### src/rtl/aes_pkg.sv
// Shared AES constants and helpers: round count, key width, Rcon and byte/word types.
// Used by the key schedule and by the encryption/decryption cores.
package aes_pkg;

  localparam int NR = 10;
  localparam int KW = 128;

  typedef logic [7:0]  byte_t;
  typedef logic [31:0] word_t;
  typedef logic [3:0]  rnd_t;

  typedef enum logic [1:0] {
    ST_IDLE,
    ST_EMIT,
    ST_FINISH
  } ks_state_e;

  localparam rnd_t LAST_RND = rnd_t'(NR);

  // Round constant for rounds 1..NR; round 0 never uses one.
  function automatic byte_t rcon(input rnd_t r);
    case (r)
      4'd1:    return 8'h01;
      4'd2:    return 8'h02;
      4'd3:    return 8'h04;
      4'd4:    return 8'h08;
      4'd5:    return 8'h10;
      4'd6:    return 8'h20;
      4'd7:    return 8'h40;
      4'd8:    return 8'h80;
      4'd9:    return 8'h1b;
      4'd10:   return 8'h36;
      default: return 8'h00;
    endcase
  endfunction

  function automatic word_t rot_word(input word_t w);
    return {w[23:0], w[31:24]};
  endfunction

endpackage

### src/rtl/aes_sbox.sv
// Combinational AES forward S-box lookup, one byte in, one byte out.
// Shared with the encryption core's SubBytes stage.
module aes_sbox
  import aes_pkg::*;
(
  input  logic [7:0] a_i,
  output logic [7:0] s_o
);

  localparam byte_t SBOX [256] = '{
    8'h63, 8'h7c, 8'h77, 8'h7b, 8'hf2, 8'h6b, 8'h6f, 8'hc5, 8'h30, 8'h01, 8'h67, 8'h2b, 8'hfe, 8'hd7, 8'hab, 8'h76,
    8'hca, 8'h82, 8'hc9, 8'h7d, 8'hfa, 8'h59, 8'h47, 8'hf0, 8'had, 8'hd4, 8'ha2, 8'haf, 8'h9c, 8'ha4, 8'h72, 8'hc0,
    8'hb7, 8'hfd, 8'h93, 8'h26, 8'h36, 8'h3f, 8'hf7, 8'hcc, 8'h34, 8'ha5, 8'he5, 8'hf1, 8'h71, 8'hd8, 8'h31, 8'h15,
    8'h04, 8'hc7, 8'h23, 8'hc3, 8'h18, 8'h96, 8'h05, 8'h9a, 8'h07, 8'h12, 8'h80, 8'he2, 8'heb, 8'h27, 8'hb2, 8'h75,
    8'h09, 8'h83, 8'h2c, 8'h1a, 8'h1b, 8'h6e, 8'h5a, 8'ha0, 8'h52, 8'h3b, 8'hd6, 8'hb3, 8'h29, 8'he3, 8'h2f, 8'h84,
    8'h53, 8'hd1, 8'h00, 8'hed, 8'h20, 8'hfc, 8'hb1, 8'h5b, 8'h6a, 8'hcb, 8'hbe, 8'h39, 8'h4a, 8'h4c, 8'h58, 8'hcf,
    8'hd0, 8'hef, 8'haa, 8'hfb, 8'h43, 8'h4d, 8'h33, 8'h85, 8'h45, 8'hf9, 8'h02, 8'h7f, 8'h50, 8'h3c, 8'h9f, 8'ha8,
    8'h51, 8'ha3, 8'h40, 8'h8f, 8'h92, 8'h9d, 8'h38, 8'hf5, 8'hbc, 8'hb6, 8'hda, 8'h21, 8'h10, 8'hff, 8'hf3, 8'hd2,
    8'hcd, 8'h0c, 8'h13, 8'hec, 8'h5f, 8'h97, 8'h44, 8'h17, 8'hc4, 8'ha7, 8'h7e, 8'h3d, 8'h64, 8'h5d, 8'h19, 8'h73,
    8'h60, 8'h81, 8'h4f, 8'hdc, 8'h22, 8'h2a, 8'h90, 8'h88, 8'h46, 8'hee, 8'hb8, 8'h14, 8'hde, 8'h5e, 8'h0b, 8'hdb,
    8'he0, 8'h32, 8'h3a, 8'h0a, 8'h49, 8'h06, 8'h24, 8'h5c, 8'hc2, 8'hd3, 8'hac, 8'h62, 8'h91, 8'h95, 8'he4, 8'h79,
    8'he7, 8'hc8, 8'h37, 8'h6d, 8'h8d, 8'hd5, 8'h4e, 8'ha9, 8'h6c, 8'h56, 8'hf4, 8'hea, 8'h65, 8'h7a, 8'hae, 8'h08,
    8'hba, 8'h78, 8'h25, 8'h2e, 8'h1c, 8'ha6, 8'hb4, 8'hc6, 8'he8, 8'hdd, 8'h74, 8'h1f, 8'h4b, 8'hbd, 8'h8b, 8'h8a,
    8'h70, 8'h3e, 8'hb5, 8'h66, 8'h48, 8'h03, 8'hf6, 8'h0e, 8'h61, 8'h35, 8'h57, 8'hb9, 8'h86, 8'hc1, 8'h1d, 8'h9e,
    8'he1, 8'hf8, 8'h98, 8'h11, 8'h69, 8'hd9, 8'h8e, 8'h94, 8'h9b, 8'h1e, 8'h87, 8'he9, 8'hce, 8'h55, 8'h28, 8'hdf,
    8'h8c, 8'ha1, 8'h89, 8'h0d, 8'hbf, 8'he6, 8'h42, 8'h68, 8'h41, 8'h99, 8'h2d, 8'h0f, 8'hb0, 8'h54, 8'hbb, 8'h16
  };

  assign s_o = SBOX[a_i];

endmodule

### src/rtl/aes128_key_schedule.sv
// Iterative AES-128 key expansion: streams round keys 0..10 one per cycle after start, holding
// rk_data stable while rk_ready is low, and keeps every accepted key in a store for random-access reads.
module aes128_key_schedule
  import aes_pkg::*;
(
  input  logic          clock,
  input  logic          reset,
  input  logic          start,
  input  logic [KW-1:0] key_in,
  output logic          rk_valid,
  input  logic          rk_ready,
  output logic [KW-1:0] rk_data,
  output logic [3:0]    rk_index,
  input  logic [3:0]    rd_index,
  output logic [KW-1:0] rd_key,
  output logic          busy,
  output logic          done,
  output logic          keys_valid
);

  ks_state_e     state_q;
  logic [KW-1:0] w_q;
  logic [KW-1:0] w_d;
  rnd_t          round_q;
  rnd_t          round_d;
  logic          rk_valid_q;
  logic          busy_q;
  logic          done_q;
  logic          keys_valid_q;
  logic [KW-1:0] store_q [0:NR];

  word_t rot_w3;
  word_t sub_w3;
  word_t t_w;
  word_t w0_n, w1_n, w2_n, w3_n;

  assign round_d = round_q + 4'd1;
  assign rot_w3  = rot_word(w_q[31:0]);

  for (genvar b = 0; b < 4; b++) begin : g_subword
    aes_sbox u_sbox (
      .a_i (rot_w3[8*b +: 8]),
      .s_o (sub_w3[8*b +: 8])
    );
  end

  // Next round key is prepared every cycle; it only lands in w_q on a handshake.
  assign t_w  = sub_w3 ^ {rcon(round_d), 24'h0};
  assign w0_n = w_q[127:96] ^ t_w;
  assign w1_n = w_q[95:64]  ^ w0_n;
  assign w2_n = w_q[63:32]  ^ w1_n;
  assign w3_n = w_q[31:0]   ^ w2_n;
  assign w_d  = {w0_n, w1_n, w2_n, w3_n};

  always_ff @(posedge clock or negedge reset) begin
    if (!reset) begin
      state_q      <= ST_IDLE;
      w_q          <= '0;
      round_q      <= '0;
      rk_valid_q   <= 1'b0;
      busy_q       <= 1'b0;
      done_q       <= 1'b0;
      keys_valid_q <= 1'b0;
      for (int i = 0; i <= NR; i++) store_q[i] <= '0;
    end else begin
      done_q <= 1'b0;
      case (state_q)
        ST_IDLE: begin
          if (start) begin
            w_q          <= key_in;
            round_q      <= '0;
            keys_valid_q <= 1'b0;
            rk_valid_q   <= 1'b1;
            busy_q       <= 1'b1;
            state_q      <= ST_EMIT;
          end
        end
        ST_EMIT: begin
          if (rk_ready) begin
            store_q[round_q] <= w_q;
            if (round_q == LAST_RND) begin
              rk_valid_q   <= 1'b0;
              done_q       <= 1'b1;
              keys_valid_q <= 1'b1;
              state_q      <= ST_FINISH;
            end else begin
              w_q     <= w_d;
              round_q <= round_d;
            end
          end
        end
        ST_FINISH: begin
          busy_q  <= 1'b0;
          state_q <= ST_IDLE;
        end
        default: state_q <= ST_IDLE;
      endcase
    end
  end

  assign rk_valid   = rk_valid_q;
  assign rk_data    = w_q;
  assign rk_index   = round_q;
  assign busy       = busy_q;
  assign done       = done_q;
  assign keys_valid = keys_valid_q;
  assign rd_key     = (rd_index <= LAST_RND) ? store_q[rd_index] : '0;

endmodule

### config.mk
export PLATFORM = sky130hd
export DESIGN_NAME = aes128_key_schedule
export DESIGN_NICKNAME = d
export VERILOG_FILES = /design/src/rtl/aes_pkg.sv /design/src/rtl/aes_sbox.sv /design/src/rtl/aes128_key_schedule.sv
export SDC_FILE = /design/constraint.sdc
export NUM_CORES = 2
export LEC_CHECK = 0
export ABC_AREA = 1
export CAP_MARGIN = 15
export CELL_PAD_IN_SITES_DETAIL_PLACEMENT = 1
export CELL_PAD_IN_SITES_GLOBAL_PLACEMENT = 1
export CORE_MARGIN = 3
export CORE_UTILIZATION = 46
export CTS_CLUSTER_DIAMETER = 150
export DETAILED_ROUTE_END_ITERATION = 10
export PLACE_DENSITY = 0.78
export SETUP_SLACK_MARGIN = 0.2
export SKIP_LAST_GASP = 1
export SYNTH_ARGS = -nofsm -noshare
export SYNTH_HDL_FRONTEND = slang
export SYNTH_HIERARCHICAL = 1
export SYNTH_SLANG_ARGS = --single-unit
### constraint.sdc
create_clock -name clock -period 4.1 [get_ports clock]
set_input_delay 0.82 -clock clock [delete_from_list [all_inputs] [get_ports clock]]
set_output_delay 0.82 -clock clock [all_outputs]
set_load 0.03 [all_outputs]
==> run summary <==
GPL Wtd Cong: 1.016
CTS tree: done
Routed via count: 82516
Primary FF master, synth: dfrtp_1
Max incr delay on CP: 0.52 ns
Final net count: 10506
Cells after DPL: 12442
Clk sink count: 1546
Post-DP HPWL: 254.2 mm
Port Buffers: 399
Slew headroom: 0.1945
Gate power share: 0.538
Crit path DAT: 4.48 ns
H-tree Lvls: 4
Post-Syn Area per Cell: 7.763 µm²
Clock transition at path regs: 0.07 ns
Post-synth EDFFs: 0
Boundary Pins: 400
Part of the power in registers: 0.288
Hold depth: 2
Clock Power Share: 0.174
Worst path required time: 4.75 ns
Routed WL: 389.5 mm
Syn Inst Count: 10301
Clock Skews: 0.06056 ns
Mapped Area: 0.07997 mm²
Largest net degree at the start of global routing: 186
Number of synthesized register bits: 1546
CP Launch Type: flip-flop
Switch share: 0.5005
Actual slew at the worst max-slew pin: 1.208 ns
Syn-to-layout area delta: 18.31%
GRT Overall Usage: 0.4263
First-pass GRT wire length: 575.9 mm
Max_cap viols: 0
Net Sw Power: 46220 µW
Die W: 422.9 µm
Filler Cell Count: 20332
Max FO, Critical Path: 19
CP cell instances: inv_2 -> buf_4 -> nand2_1 -> nand3_1 -> nand3_1 -> nand3_1 -> nand3_1 -> nand3_1 -> nand2_1 -> xnor2_1 -> inv_1 -> nand3_1 -> nand2_1 -> nor2_1 -> o22ai_1
Placed cell area: 0.08858 mm²
Antenna violations before repair: 13
Drt drc: 0
Inserted Clock Buffers: 171
Commonest non-fill, non-tap cell in the layout: nand2_1
CP endpoint kind: flip-flop
Cell Count, Final, Fillers Out: 12768
DIE HEIGHT: 422.9 µm
Pint: 46130 µW
# setup viols final: 0
Type of the most critical hold path: reg2reg
Number of DRC markers in iteration 0: 9672
Via density: 6.463
Reg2Reg Depth: 15
Overflow after GRT: 0
Final instance area: 0.09461 mm²
Crit path time final: 3.828 ns
Clock Latency Late Sink: 0.86 ns
Ys async rst share: 1.000
Layout cells sized above 1: 0.08546
Final period util: 0.9337
CP dominant cell by count: nand3_1
Antenna-violating nets left: 0
Vias in the first global route: 85322
Num rows: 152
Post-Syn Nets: 10498
Status: finished clean
Critical path class: reg2reg
Die area: 0.1789 mm²
Clock buffer depth: 3
Commonest cells after routing, fill and taps aside: nand2_1 (2824), o21ai_0 (1620), dfrtp_1 (1535)
Pwr per Cell Area: 976.1 mW/mm²
Library cells used by synthesis: 35
Leakage power: 0.04337 µW
Setup TNS: 0 ns
Final Slew Violations: 0
Final Hold Viols: 0
CORE AREA: 0.1721 mm²
Max Fclk: 261.2 MHz
Synth Warn #: 6
Root Driver: clkbuf_16
Sequential area share after synthesis: 0.4838
VDD IR-drop max: 0.5500 mV
DR WL/cell: 30.51 µm
RSZ-0062 raised after global routing: yes
Pre-antenna DRT Iters: 6
Worst path slowest cell: nor2_1
Initial core utilization: 0.4646
## worst max-delay path: cells and delay by family (launching register included)
kind	cells	cell delay (ns)
simple gates	10	2.03
flops	1	0.50
buf+inv	3	0.49
xor+xnor	1	0.46
compound gates	1	0.13
## power by group through the flow
stage               Combinational, µW  Sequential (µW)  Clock (µW)
CTS                             48100            26300       16100
global route                    52900            27100       16800
detailed placement              47500            26400           0
finish                          49700            26600       16000
floorplan                       25600            26300           0
global placement                46300            25900           0
## cells in the mapped netlist, types with 2 or more instances
| master | n | area, µm² |
|---|---|---|
| clkinv_1 | 4 | 15.01 |
| o21ai_0 | 1622 | 8118 |
| o21bai_1 | 2 | 15.01 |
| nand4_1 | 92 | 575.6 |
| nor2_4 | 2 | 22.52 |
| ha_1 | 61 | 763.2 |
| nand3_1 | 1054 | 5275 |
| buf_1 | 51 | 191.4 |
| dfrtp_1 | 1546 | 38690 |
| buf_6 | 6 | 67.56 |
| nor2_2 | 13 | 81.33 |
| o311ai_0 | 152 | 1331 |
| inv_2 | 27 | 101.4 |
| or2_2 | 5 | 31.28 |
| a221oi_1 | 40 | 350.3 |
| nand2_2 | 13 | 81.33 |
| o21ai_1 | 83 | 415.4 |
| a21oi_1 | 108 | 540.5 |
| a22oi_1 | 152 | 1141 |
| xor2_1 | 51 | 446.7 |
| xnor2_1 | 31 | 271.5 |
| o31ai_1 | 128 | 960.9 |
| buf_2 | 191 | 955.9 |
| o22ai_1 | 26 | 162.7 |
| buf_4 | 29 | 217.7 |
| nand3b_1 | 4 | 30.03 |
| o211ai_1 | 68 | 510.5 |
| clkbuf_1 | 666 | 2500 |
| inv_1 | 247 | 927.1 |
| nor2_1 | 866 | 3251 |
| nand2_1 | 2830 | 10620 |
| a32o_1 | 128 | 1281 |
## per-stage QoR
stage | total power (µW) | setup WS (ns) | util | hold WS, ns
after floorplan | 51910 | 0.8385 | - | 0.4478
final | 92350 | 0.2720 | 0.5497 | 0.4856
after global placement | 72120 | 0.1098 | 0.5147 | 0.4604
after detailed placement | 73820 | 0.1353 | 0.5147 | 0.4687
after global routing | 96900 | 0.1064 | 0.5496 | 0.5021
after CTS | 90580 | 0.2291 | 0.5486 | 0.4836
## registers in the layout (all words and copies together) (netlist names)
name / count
busy: 1
done: 1
keys_valid: 1
rk_data: 128
rk_index: 4
rk_valid: 1
state_q: 2
store_q: 1408
## repair_timing
item | in CTS | in global routing
endpoints found under the setup margin | 3 | 36
hold buffers | 1 | 0
buffers inserted | 0 | 3
cloned | 0 | 0
resized for setup | 3 | 34
endpoints found under the hold margin | 24 | 0
pin swaps | 0 | 2
## worst paths after layout
path	endpoint	slack (ns)	startpoint
worst max register to register	rk_data[124]$_DFFE_PN0P_	0.27	rk_data[18]$_DFFE_PN0P_
worst min register to register	store_q[103]$_DFFE_PN0P_	0.49	store_q[103]$_DFFE_PN0P_
worst max-delay path	rk_data[124]$_DFFE_PN0P_	0.27	rk_data[18]$_DFFE_PN0P_
worst min-delay path	store_q[103]$_DFFE_PN0P_	0.49	store_q[103]$_DFFE_PN0P_
min in group asynchronous	done$_DFF_PN0_	0.63	reset
max in group asynchronous	store_q[1033]$_DFFE_PN0P_	2.24	reset
## layout make-up
cell class / instances / area (µm²) / share of cell area
Sequential cell: 1546 / 38700 / 0.4091
Multi-Input combinational cell: 7533 / 36560 / 0.3864
Timing Repair Buffer: 779 / 9514 / 0.1006
Clock buffer: 255 / 5015 / 0.05301
Tap cell: 2310 / 2890 / 0.03055
Inverter: 278 / 1101 / 0.01164
Clock inverter: 58 / 809.5 / 0.008557
Antenna cell: 9 / 22.52 / 0.0002381
## kinds of logic after synthesis
group | Yosys count | share of synthesized area
AOI/OAI and AO/OA | 2509 | 0.1854
xor gates and xnor gates | 83 | 0.009184
adders and majority gates | 61 | 0.009544
buffers and inverters | 1222 | 0.06229
DFF | 1546 | 0.4838
and+or+nand+nor | 4880 | 0.2498
## layer usage
layer  global-route usage  vias to the layer above  share of wire
li1                     -                    34884              -
met1               0.5423                    42485           0.39
met2               0.6533                     4118           0.44
met3              0.08171                     1025          0.082
met4               0.3050                        4          0.086
met5                    0                        -       0.000074
Power figures use the tool's default switching activity.
